[config.mk]
export PLATFORM = sky130hd
export DESIGN_NAME = l3l4cs_cs_status_q
export DESIGN_NICKNAME = d
export VERILOG_FILES = /design/src/rtl/l3l4cs_pkg.sv /design/src/rtl/l3l4cs_sat_cnt.sv /design/src/rtl/l3l4cs_cs_status_q.sv
export SDC_FILE = /design/constraint.sdc
export NUM_CORES = 1
export LEC_CHECK = 0
export CORE_ASPECT_RATIO = 1.5
export CORE_MARGIN = 8
export CORE_UTILIZATION = 64
export CTS_BUF_LIST = sky130_fd_sc_hd__clkbuf_4 sky130_fd_sc_hd__clkbuf_8
export CTS_CLUSTER_SIZE = 12
export DETAILED_ROUTE_END_ITERATION = 8
export GPL_TIMING_DRIVEN = 1
export MAX_ROUTING_LAYER = met4
export PLACE_DENSITY = 0.86
export SLEW_MARGIN = 25
export SYNTH_ARGS = -nofsm -noshare
export SYNTH_HDL_FRONTEND = slang
export SYNTH_SLANG_ARGS = --single-unit
export TNS_END_PERCENT = 100
[constraint.sdc]
create_clock -name clk -period 4 [get_ports clk]
set_input_delay 1 -clock clk [delete_from_list [all_inputs] [get_ports clk]]
set_output_delay 1 -clock clk [all_outputs]
set_load 0.02 [all_outputs]
[src/rtl/l3l4cs_pkg.sv]
// Shared types for the l3l4cs checksum-result path: result codes, the queued
// status word layout, statistics counter indices and the drop rule.
package l3l4cs_pkg;

    typedef enum logic [1:0] {
        NOT_CHECKED = 2'b00,
        GOOD        = 2'b01,
        BAD         = 2'b10,
        RSVD        = 2'b11
    } cs_code_e;

    // Field order matches st_data_o: {l4, l3, l2_error, length_error}.
    typedef struct packed {
        cs_code_e l4;
        cs_code_e l3;
        logic     l2_error;
        logic     length_error;
    } cs_status_t;

    localparam int CNT_TOTAL   = 0;
    localparam int CNT_GOOD    = 1;
    localparam int CNT_L3_BAD  = 2;
    localparam int CNT_L4_BAD  = 3;
    localparam int CNT_L2_ERR  = 4;
    localparam int CNT_LEN_ERR = 5;
    localparam int CNT_OVF     = 6;
    localparam int NUM_CNT     = 7;

    function automatic logic code_bad(cs_code_e c);
        return (c == BAD) || (c == RSVD);
    endfunction

    function automatic logic is_error(cs_status_t s);
        return s.l2_error | s.length_error | code_bad(s.l3) | code_bad(s.l4);
    endfunction

endpackage

[src/rtl/l3l4cs_sat_cnt.sv]
// Saturating up-counter; a clear takes priority over a same-cycle increment.
module l3l4cs_sat_cnt #(
    parameter int W = 32
) (
    input  logic         clk,
    input  logic         reset_n,
    input  logic         inc,
    input  logic         clr,
    output logic [W-1:0] cnt
);

    always_ff @(posedge clk or negedge reset_n) begin
        if (!reset_n) begin
            cnt <= '0;
        end else if (clr) begin
            cnt <= '0;
        end else if (inc && (cnt != '1)) begin
            cnt <= cnt + 1'b1;
        end
    end

endmodule

[src/rtl/l3l4cs_cs_status_q.sv]
// Checksum-result queue: buffers each result strobe, presents it downstream
// with a drop flag, and keeps saturating per-class statistics.
module l3l4cs_cs_status_q
    import l3l4cs_pkg::*;
#(
    parameter int DEPTH  = 8,
    parameter int CNT_WD = 32
) (
    input  logic                     clk,
    input  logic                     reset_n,
    input  logic                     checksum_valid_i,
    input  logic [1:0]               l3_checksum_i,
    input  logic [1:0]               l4_checksum_i,
    input  logic                     l2_error_i,
    input  logic                     length_error_i,
    output logic                     st_valid_o,
    input  logic                     st_ready_i,
    output logic [5:0]               st_data_o,
    output logic                     st_drop_o,
    output logic [$clog2(DEPTH):0]   level_o,
    output logic                     overflow_o,
    input  logic [2:0]               cnt_sel_i,
    input  logic                     cnt_clr_i,
    output logic [CNT_WD-1:0]        cnt_o
);

    localparam int AW = $clog2(DEPTH);

    logic [AW:0]  wr_ptr, rd_ptr;
    cs_status_t   mem [DEPTH];
    cs_status_t   in_status, head;
    logic         empty, full, pop, push_ok, ovf_drop;

    assign in_status = '{l4: cs_code_e'(l4_checksum_i), l3: cs_code_e'(l3_checksum_i),
                         l2_error: l2_error_i, length_error: length_error_i};

    assign empty = (wr_ptr == rd_ptr);
    assign full  = (wr_ptr[AW] != rd_ptr[AW]) && (wr_ptr[AW-1:0] == rd_ptr[AW-1:0]);

    // Handshake: an entry transfers on a cycle where st_valid_o & st_ready_i;
    // while st_valid_o is high the head (data and drop) never changes until it
    // transfers. A full queue still accepts a push in a cycle that also pops.
    assign pop      = ~empty & st_ready_i;
    assign push_ok  = checksum_valid_i & (~full | pop);
    assign ovf_drop = checksum_valid_i & full & ~pop;

    always_ff @(posedge clk or negedge reset_n) begin
        if (!reset_n) begin
            wr_ptr  <= '0;
            rd_ptr  <= '0;
            level_o <= '0;
        end else begin
            if (push_ok) wr_ptr <= wr_ptr + 1'b1;
            if (pop)     rd_ptr <= rd_ptr + 1'b1;
            if (push_ok && !pop)      level_o <= level_o + 1'b1;
            else if (!push_ok && pop) level_o <= level_o - 1'b1;
        end
    end

    always_ff @(posedge clk) begin
        if (push_ok) mem[wr_ptr[AW-1:0]] <= in_status;
    end

    assign head       = mem[rd_ptr[AW-1:0]];
    assign st_valid_o = ~empty;
    assign st_data_o  = st_valid_o ? head : '0;
    assign st_drop_o  = st_valid_o & is_error(head);

    always_ff @(posedge clk or negedge reset_n) begin
        if (!reset_n)       overflow_o <= 1'b0;
        else if (cnt_clr_i) overflow_o <= 1'b0;
        else if (ovf_drop)  overflow_o <= 1'b1;
    end

    // Statistics count every strobe, including results lost to overflow.
    logic [NUM_CNT-1:0] cnt_inc;
    logic [CNT_WD-1:0]  cnt_val [NUM_CNT];

    always_comb begin
        cnt_inc              = '0;
        cnt_inc[CNT_TOTAL]   = checksum_valid_i;
        cnt_inc[CNT_GOOD]    = checksum_valid_i & ~is_error(in_status);
        cnt_inc[CNT_L3_BAD]  = checksum_valid_i & code_bad(in_status.l3);
        cnt_inc[CNT_L4_BAD]  = checksum_valid_i & code_bad(in_status.l4);
        cnt_inc[CNT_L2_ERR]  = checksum_valid_i & l2_error_i;
        cnt_inc[CNT_LEN_ERR] = checksum_valid_i & length_error_i;
        cnt_inc[CNT_OVF]     = ovf_drop;
    end

    for (genvar i = 0; i < NUM_CNT; i++) begin : g_cnt
        l3l4cs_sat_cnt #(.W(CNT_WD)) u_cnt (
            .clk     (clk),
            .reset_n (reset_n),
            .inc     (cnt_inc[i]),
            .clr     (cnt_clr_i),
            .cnt     (cnt_val[i])
        );
    end

    always_ff @(posedge clk or negedge reset_n) begin
        if (!reset_n)                 cnt_o <= '0;
        else if (cnt_sel_i == 3'd7)   cnt_o <= '0;
        else                          cnt_o <= cnt_val[cnt_sel_i];
    end

endmodule
==> results by group, run 1 <==
Power and ir drop
  • Combinational power share: between 10% and 20%
  • Switching share of power: 27.5%
  • Internal: roughly 6000 uW
  • Pleak: 0.00763 uW
  • Peak VDD IR: approximately 0.26 mV
  • Pwr/cell area: ~400 nW/um2
  • Clock Power Share: 39.8%
  • Pwr Total: around 8200 uW
  • Switch Pwr: about 2300 uW
  • Sequential Power Share: between 40% and 50%

Setup path
  • Crit path required time: approximately 3 ns
  • Critical Path Max Stage Delay: about 0.83 ns
  • Setup crit end kind: output pin
  • Critical Setup Path Class: register to output pin
  • CP Launch Type: register
  • CP max-delay cell: dfrtp_1
  • Crit path max fanout: 16
  • Crit-path cells: xnor2_1, and3_1, and2_1, a41oi_1, clkdlybuf4s50_1
  • Crit path max-delay family: flip-flops
  • WP data arrival: 2.84 ns
  • Number of buffers and inverters on the critical path: 1

Route
  • Residual DRC: 0
  • 1st-iter DRT viols: between 1000 and 1500
  • Pre-antenna DRT Iters: 7
  • Via density: ~6.9
  • Detail Route Antenna Nets: 0
  • Wire length per cell: roughly 22 um
  • Final wirelength: around 48000 um
  • Via count: roughly 15000

STA
  • Slew @ Worst Pin: 0.940 ns
  • Max-slew violations: 0
  • Setup violators final: 0
  • RSZ-0062 raised after global routing: no
  • Peak Freq: approximately 260 MHz
  • Tcrit/Tclk final: a little over nine tenths
  • TNS Setup: 0 ns
  • Min cycle time layout: just under 4 ns
  • Final hold violation count: 0
  • Layout Skew: 0.0298 ns
  • Rel. slew slack: roughly 37%

Run status
  • Status: completed

Yosys
  • Mapped Area: 17900 um2
  • Post-synth EDFFs: 48
  • Synth Area per Inst: about 10 um2
  • Most used DFF post-synth: dfrtp_1
  • Flops & latches, synth: between 300 and 400
  • Syn Nets: about 1800
  • Yosys warns: 0
  • Synth cell types: between 60 and 70
  • Ys async rst share: between 80% and 90%
  • Sequential-to-total area share from yosys stat: between 40% and 50%
  • Synth Instances: approximately 1800

Global routing
  • Global-route wire length before repair: 77900 um
  • Largest net degree at the start of global routing: 98
  • Tot GR Track Use: about 29%
  • Vias in the first global route: approximately 15000
  • Aggregate global routing overflow: 0
  • Initial antenna violation count: 3

CTS
  • Hold-fix buffers, CTS: 0
  • H-tree level count: 2
  • CTS Root Cell: clkbuf_8
  • CTS tree: done
  • TritonCTS Buffers: 48
  • Clk sink count: between 300 and 400
  • Worst skew pair latency: between 0.6 and 0.7 ns
  • Clk buf depth: 3
  • Clock slew seen by the registers of the worst setup and hold paths: 0.06 ns

Die
  • Initial Util: between 60% and 70%
  • Boundary Pins: slightly below 60
  • Die Wd: around 150 um
  • Die ar.: about 34000 um2
  • Die H: about 220 um
  • Core Area: about 28000 um2
  • Site Rows: 75

Place
  • Port-buffer cells: 58
  • DP HPWL: roughly 34000 um
  • RePlAce Congestion: about 1
  • DP Cell Count: ~2100

Worst hold path
  • Min-Delay Path Class: input port to async pin

Layout
  • Area growth syn-to-layout: 12.4%
  • Fraction of layout cells with a size suffix above 1: between 10 and 15%
  • Utilization after layout: 72.5%
  • Nets@finish: between 1500 and 2000
  • Post-Layout Cell Count: ~2200

Job
  • Max_cap viols: 0
logic make-up after synthesis:
family | synth area share, %
xor gates and xnor gates | 2.89
adders and majority gates | 0.950
DFF | 45.6
buffers and inverters | 3.33
and+or+nand+nor | 23.1
AOI/OAI and AO/OA | 12.6
muxes | 11.4
path summary, 6_finish.rpt:
path / start / end / slack (ns) / cells past startpoint
max in group asynchronous: reset_n / g_cnt[3].u_cnt.cnt[12] / 2.75 / 2
setup reg to reg: rd_ptr[1] / level_o[3] / 0.68 / 14
hold / removal: reset_n / level_o[0] / 0.46 / 1
hold reg to reg: level_o[3] / level_o[3] / 0.47 / 1
min in group clk: level_o[3] / level_o[3] / 0.47 / 1
setup / recovery: rd_ptr[1] / st_drop_o / 0.16 / 5
through the flow:
stage	setup slack (ns)	hold WS [ns]	area, um2
3_3_place_gp	0.528	0.459	18900
5_1_grt	0.0155	0.496	20100
2_1_floorplan	1.04	0.462	17900
6_report	0.156	0.460	20100
4_1_cts	0.131	0.470	20100
3_5_place_dp	0.449	0.457	18900
timing repair:
item / in CTS / in global routing
endpoints found under the setup margin: 2 / 0
buffers inserted: 0 / 0
resized for setup: 1 / 0
per-layer routing:
| layer | wire length (um) | vias up | GRT usage, % | part of all wire, % |
|---|---|---|---|---|
| li1 | - | 6886 | - | - |
| met1 | 17000 | 7596 | 31.7 | 35 |
| met2 | 25400 | 731 | 50.1 | 53 |
| met3 | 3200 | 184 | 4.33 | 6.6 |
| met4 | 2700 | 0 | 16.9 | 5.6 |
| met5 | 0 | - | - | 0 |
cells in the mapped netlist, types with 3 or more instances:
master       n  share of area [%]
edfxtp_1    48                8.1
a31oi_1      6               0.21
o211ai_1     6               0.25
a2111o_1     3               0.19
or4_1       64                2.7
a21oi_1    145                4.1
a211oi_1     9               0.38
nor3_1      20               0.56
clkbuf_1    78                1.6
mux2i_1     42                2.3
o21ba_2      3               0.17
o31ai_1     58                2.4
nand2_1    127                2.7
buf_4        3               0.13
o31a_1       3               0.15
a2111oi_0    9               0.44
nor4b_1      5               0.24
nor4_2       4               0.28
mux2_2      56                3.5
buf_2       17               0.48
nor4_1      26               0.91
nand2b_1     6               0.21
nor2b_1     31                1.1
or3_1       91                3.2
nor3b_1      5               0.21
nand4_1     72                2.5
o41ai_1      3               0.15
nor2_1     102                2.1
or2_2        4               0.14
buf_1        6               0.13
nand3_1     77                2.2
o2111ai_1    3               0.15
o21ai_0    124                3.5
dfrtp_1    269                 38
mux4_2      43                5.4
xor2_1      11               0.54
a31o_2       5               0.24
inv_1       34               0.71
and2_1      11               0.38
nand4_2      3               0.21
xnor2_1     48                2.3
and3_1      26               0.91
and4_1      32                1.6
ha_1        12               0.84
a311oi_1     3               0.15
placed cells by master, fill, tap and decap left out, types with 54 or more instances in the layout:
cell type        instances
or3_1                   91
or4_1                   64
clkbuf_8                61
o31ai_1                 58
clkdlybuf4s50_1         54
a21oi_1                145
o21ai_0                124
nand3_1                 77
mux2_2                  56
nor2_1                 102
nand4_1                 72
dfrtp_1                268
nand2_1                127
power groups by stage:
stage / Combinational [uW] / Sequential, uW / Clock (uW)
floorplan: 893 / 3580 / 0
global placement: 1310 / 3650 / 0
detailed placement: 1360 / 3660 / 0
CTS: 1370 / 3610 / 3300
global route: 1460 / 3630 / 3440
finish: 1360 / 3610 / 3280
final cells by class:
cell class              instances  area, um2
flip-flops and latches        317       8170
well taps                     346        433
fillers                      1859       7650
clock buffers                  70        907
inverters                      35        131
diodes                          3       7.51
clock inverters                20        285
repair buffers                105       1040
multi-input cells            1321       9150
state kept, by name (all words and copies together), names as in the netlist:
name / cells
cnt_o: 32
rd_ptr: 4
level_o: 4
g_cnt.u_cnt.cnt: 224
overflow_o: 1
mem: 48
wr_ptr: 4
Note: power is estimated with default switching activity, not from simulation.
==> inputs of run 2 (changes only) <==
--- a/config.mk
+++ b/config.mk
@@ -9,6 +9,7 @@
 export CORE_MARGIN = 8
 export CORE_UTILIZATION = 64
 export CTS_BUF_LIST = sky130_fd_sc_hd__clkbuf_4 sky130_fd_sc_hd__clkbuf_8
+export CTS_CLUSTER_DIAMETER = 80
 export CTS_CLUSTER_SIZE = 12
 export DETAILED_ROUTE_END_ITERATION = 8
 export GPL_TIMING_DRIVEN = 1
==> results by group, run 2 (synthesis results as in run 1) <==
Place
  • DP Cell Count: 2123 (unchanged)
  • RePlAce Congestion: 0.973 (unchanged)
  • DP HPWL: 33600 um (unchanged)
  • Port-buffer cells: 58 (unchanged)
  • DP Area: 18900 um2 (unchanged)

STA
  • Max-slew violations: 0 (unchanged)
  • Min cycle time layout: 3.76 ns (-0.0820 ns)
  • Final hold violation count: 0 (unchanged)
  • Peak Freq: 266 MHz (+2.2%)
  • TNS Setup: 0 ns (unchanged)
  • RSZ-0062 raised after global routing: no
  • Layout Skew: 0.0430 ns (+0.0132 ns)
  • Tcrit/Tclk final: 94.0% (-2.0 points)
  • Slew @ Worst Pin: 0.943 ns (+0.00313 ns)
  • Setup violators final: 0 (unchanged)
  • Rel. slew slack: 36.9% (-0.21 points)

Route
  • Via count: 15100 (-1.7%)
  • Wire length per cell: 21.7 um (-0.24%)
  • 1st-iter DRT viols: 1152 (-8.9%)
  • Residual DRC: 0 (unchanged)
  • Pre-antenna DRT Iters: 7 (unchanged)
  • Final wirelength: 47000 um (-2.6%)
  • Via density: 6.99 (+0.68%)
  • Detail Route Antenna Nets: 0 (unchanged)

Setup path
  • Crit path max-delay family: buffers and inverters
  • Critical Path Max Stage Delay: 0.59 ns (-0.24 ns)
  • Critical path depth: 5 (unchanged)
  • Crit path max fanout: 10 (-6)
  • CP Launch Type: register
  • CP max-delay cell: dfrtp_2
  • Setup crit end kind: output pin
  • Critical Setup Path Class: register to output pin
  • Crit-path cells: buf_4, mux4_2, mux2i_1, nor2_1, clkdlybuf4s50_1
  • Crit path required time: 3.00 ns (about the same)
  • Number of buffers and inverters on the critical path: 2 (+1)
  • R2R depth: 14 (unchanged)
  • WP data arrival: 2.76 ns (-0.08 ns)

Die
  • Die ar.: 33700 um2 (unchanged)
  • Initial Util: 64.5% (unchanged)
  • Site Rows: 75 (unchanged)
  • Die Wd: 153 um (unchanged)
  • Boundary Pins: 59 (unchanged)
  • Die H: 221 um (unchanged)
  • Core Area: 27800 um2 (unchanged)

Layout
  • FILL cells: 1975 (+6.2%)
  • Fraction of layout cells with a size suffix above 1: 12.2% (-2.3 points)
  • Post-route cell area: 19400 um2 (-3.6%)
  • Flip-flop count of the largest register after layout: 224 (unchanged)
  • Utilization after layout: 69.9% (-2.6 points)
  • Most frequent cells in the layout: 267 x dfrtp_1, 145 x a21oi_1, 127 x nand2_1
  • Largest Register: g_cnt.u_cnt.cnt
  • Nets@finish: 1837 (-0.97%)
  • Post-Layout Cell Count: 2164 (-2.4%)
  • Area growth syn-to-layout: 8.39%
  • Commonest non-fill, non-tap cell in the layout: dfrtp_1

Power and ir drop
  • Peak VDD IR: 0.260 mV (-1.5%)
  • Sequential Power Share: 53.0% (+9.2 points)
  • Clock Power Share: 27.0% (-13 points)
  • Combinational power share: 20.0% (+3.5 points)
  • Switching share of power: 29.4% (+1.9 points)
  • Pleak: 0.00726 uW (-4.8%)
  • Pwr/cell area: 350 nW/um2 (-15%)
  • Switch Pwr: 1990 uW (-12%)
  • Internal: 4800 uW (-20%)

Global routing
  • Initial antenna violation count: 1 (-2)
  • Vias in the first global route: 14700 (-2.1%)
  • Global-route wire length before repair: 75800 um (-2.6%)
  • Aggregate global routing overflow: 0 (unchanged)
  • Largest net degree at the start of global routing: 98 (unchanged)
  • Tot GR Track Use: 28.1% (-0.97 points)

CTS
  • TritonCTS Buffers: 30 (-38%)
  • Clk sink count: 317 (unchanged)
  • CTS tree: done
  • Hold-fix buffers, CTS: 0 (unchanged)
  • H-tree level count: 1 (-1)
  • Worst skew pair latency: 0.65 ns (+0.03 ns)
  • Clock slew seen by the registers of the worst setup and hold paths: 0.08 ns (+0.02 ns)
  • Clk buf depth: 3 (unchanged)
  • CTS Root Cell: clkbuf_8

Run status
  • Status: completed

Job
  • Max_cap viols: 0 (unchanged)

Worst hold path
  • Min-Delay Path Class: input port to async pin
-- run 2: cell count changes in the layout (fill, tap and decap cells not counted), moves of 3 or more --
cell,change
clkinvlp_4,-3
clkinv_2,-8
bufinv_16,-7
clkbuf_8,-31
clkbuf_4,-3
-- run 2: worst paths after layout --
path / slack (ns) / startpoint / endpoint
setup / recovery: 0.24 / rd_ptr[0] / st_data_o[2]
hold / removal: 0.41 / reset_n / level_o[0]
setup reg to reg: 0.94 / rd_ptr[1] / level_o[3]
hold reg to reg: 0.47 / level_o[3] / level_o[3]
max in group asynchronous: 2.77 / reset_n / g_cnt[2].u_cnt.cnt[8]
min in group clk: 0.47 / level_o[3] / level_o[3]
-- run 2: what timing repair did --
item / in CTS / in global routing
endpoints found under the setup margin: 3 / 1
gates resized for setup: 1 / 1
hold endpoints to repair: 0 / 0
setup buffers: 0 / 0
-- run 2: power groups by stage --
stage	Clock [uW]	Combinational, uW	Sequential [uW]
finish	1830	1360	3600
global route	1960	1460	3630
CTS	1850	1370	3600
detailed placement	0	1360	3660
global placement	0	1310	3650
floorplan	0	893	3580
-- run 2: metal layers --
| layer | share of wire, % | wire, um | global-route usage (%) |
|---|---|---|---|
| met4 | 5.4 | 2560 | 14.8 |
| met5 | 0 | 0 | - |
| met3 | 6.7 | 3130 | 3.16 |
| met1 | 35 | 16600 | 31.3 |
| met2 | 53 | 24700 | 49.1 |
-- run 2: layout make-up --
| cell class | count | area (um2) | share of cell area, % |
|---|---|---|---|
| clock buffer | 36 | 458 | 2.36 |
| sequential | 317 | 8180 | 42.1 |
| clock inverter | 2 | 17.5 | 0.0903 |
| inverter | 35 | 131 | 0.677 |
| antenna | 2 | 5.00 | 0.0258 |
| multi-input combinational | 1321 | 9150 | 47.2 |
| tap | 346 | 433 | 2.23 |
| timing repair buffer | 105 | 1030 | 5.33 |
-- run 2: stage by stage --
step	power, uW	worst slack [ns]	hold WS [ns]
2_1_floorplan	4470	1.04	0.462
3_3_place_gp	4960	0.528	0.459
3_5_place_dp	5020	0.449	0.457
4_1_cts	6820	0.0922	0.422
5_1_grt	7050	0.110	0.448
6_report	6790	0.238	0.410
-- run 2: worst reg2reg max path: stages (launching register included) --
cell and delay, ns:
dfrtp_2 0.62, xnor2_1 0.16, and3_1 0.18, buf_4 0.20, nand2_1 0.08, nand2_1 0.14, clkinv_1 0.23, ha_1 0.30
inv_1 0.12, ha_1 0.25, a21o_1 0.18, a21oi_1 0.17, xnor2_1 0.14, nor2_1 0.07, xor2_1 0.14
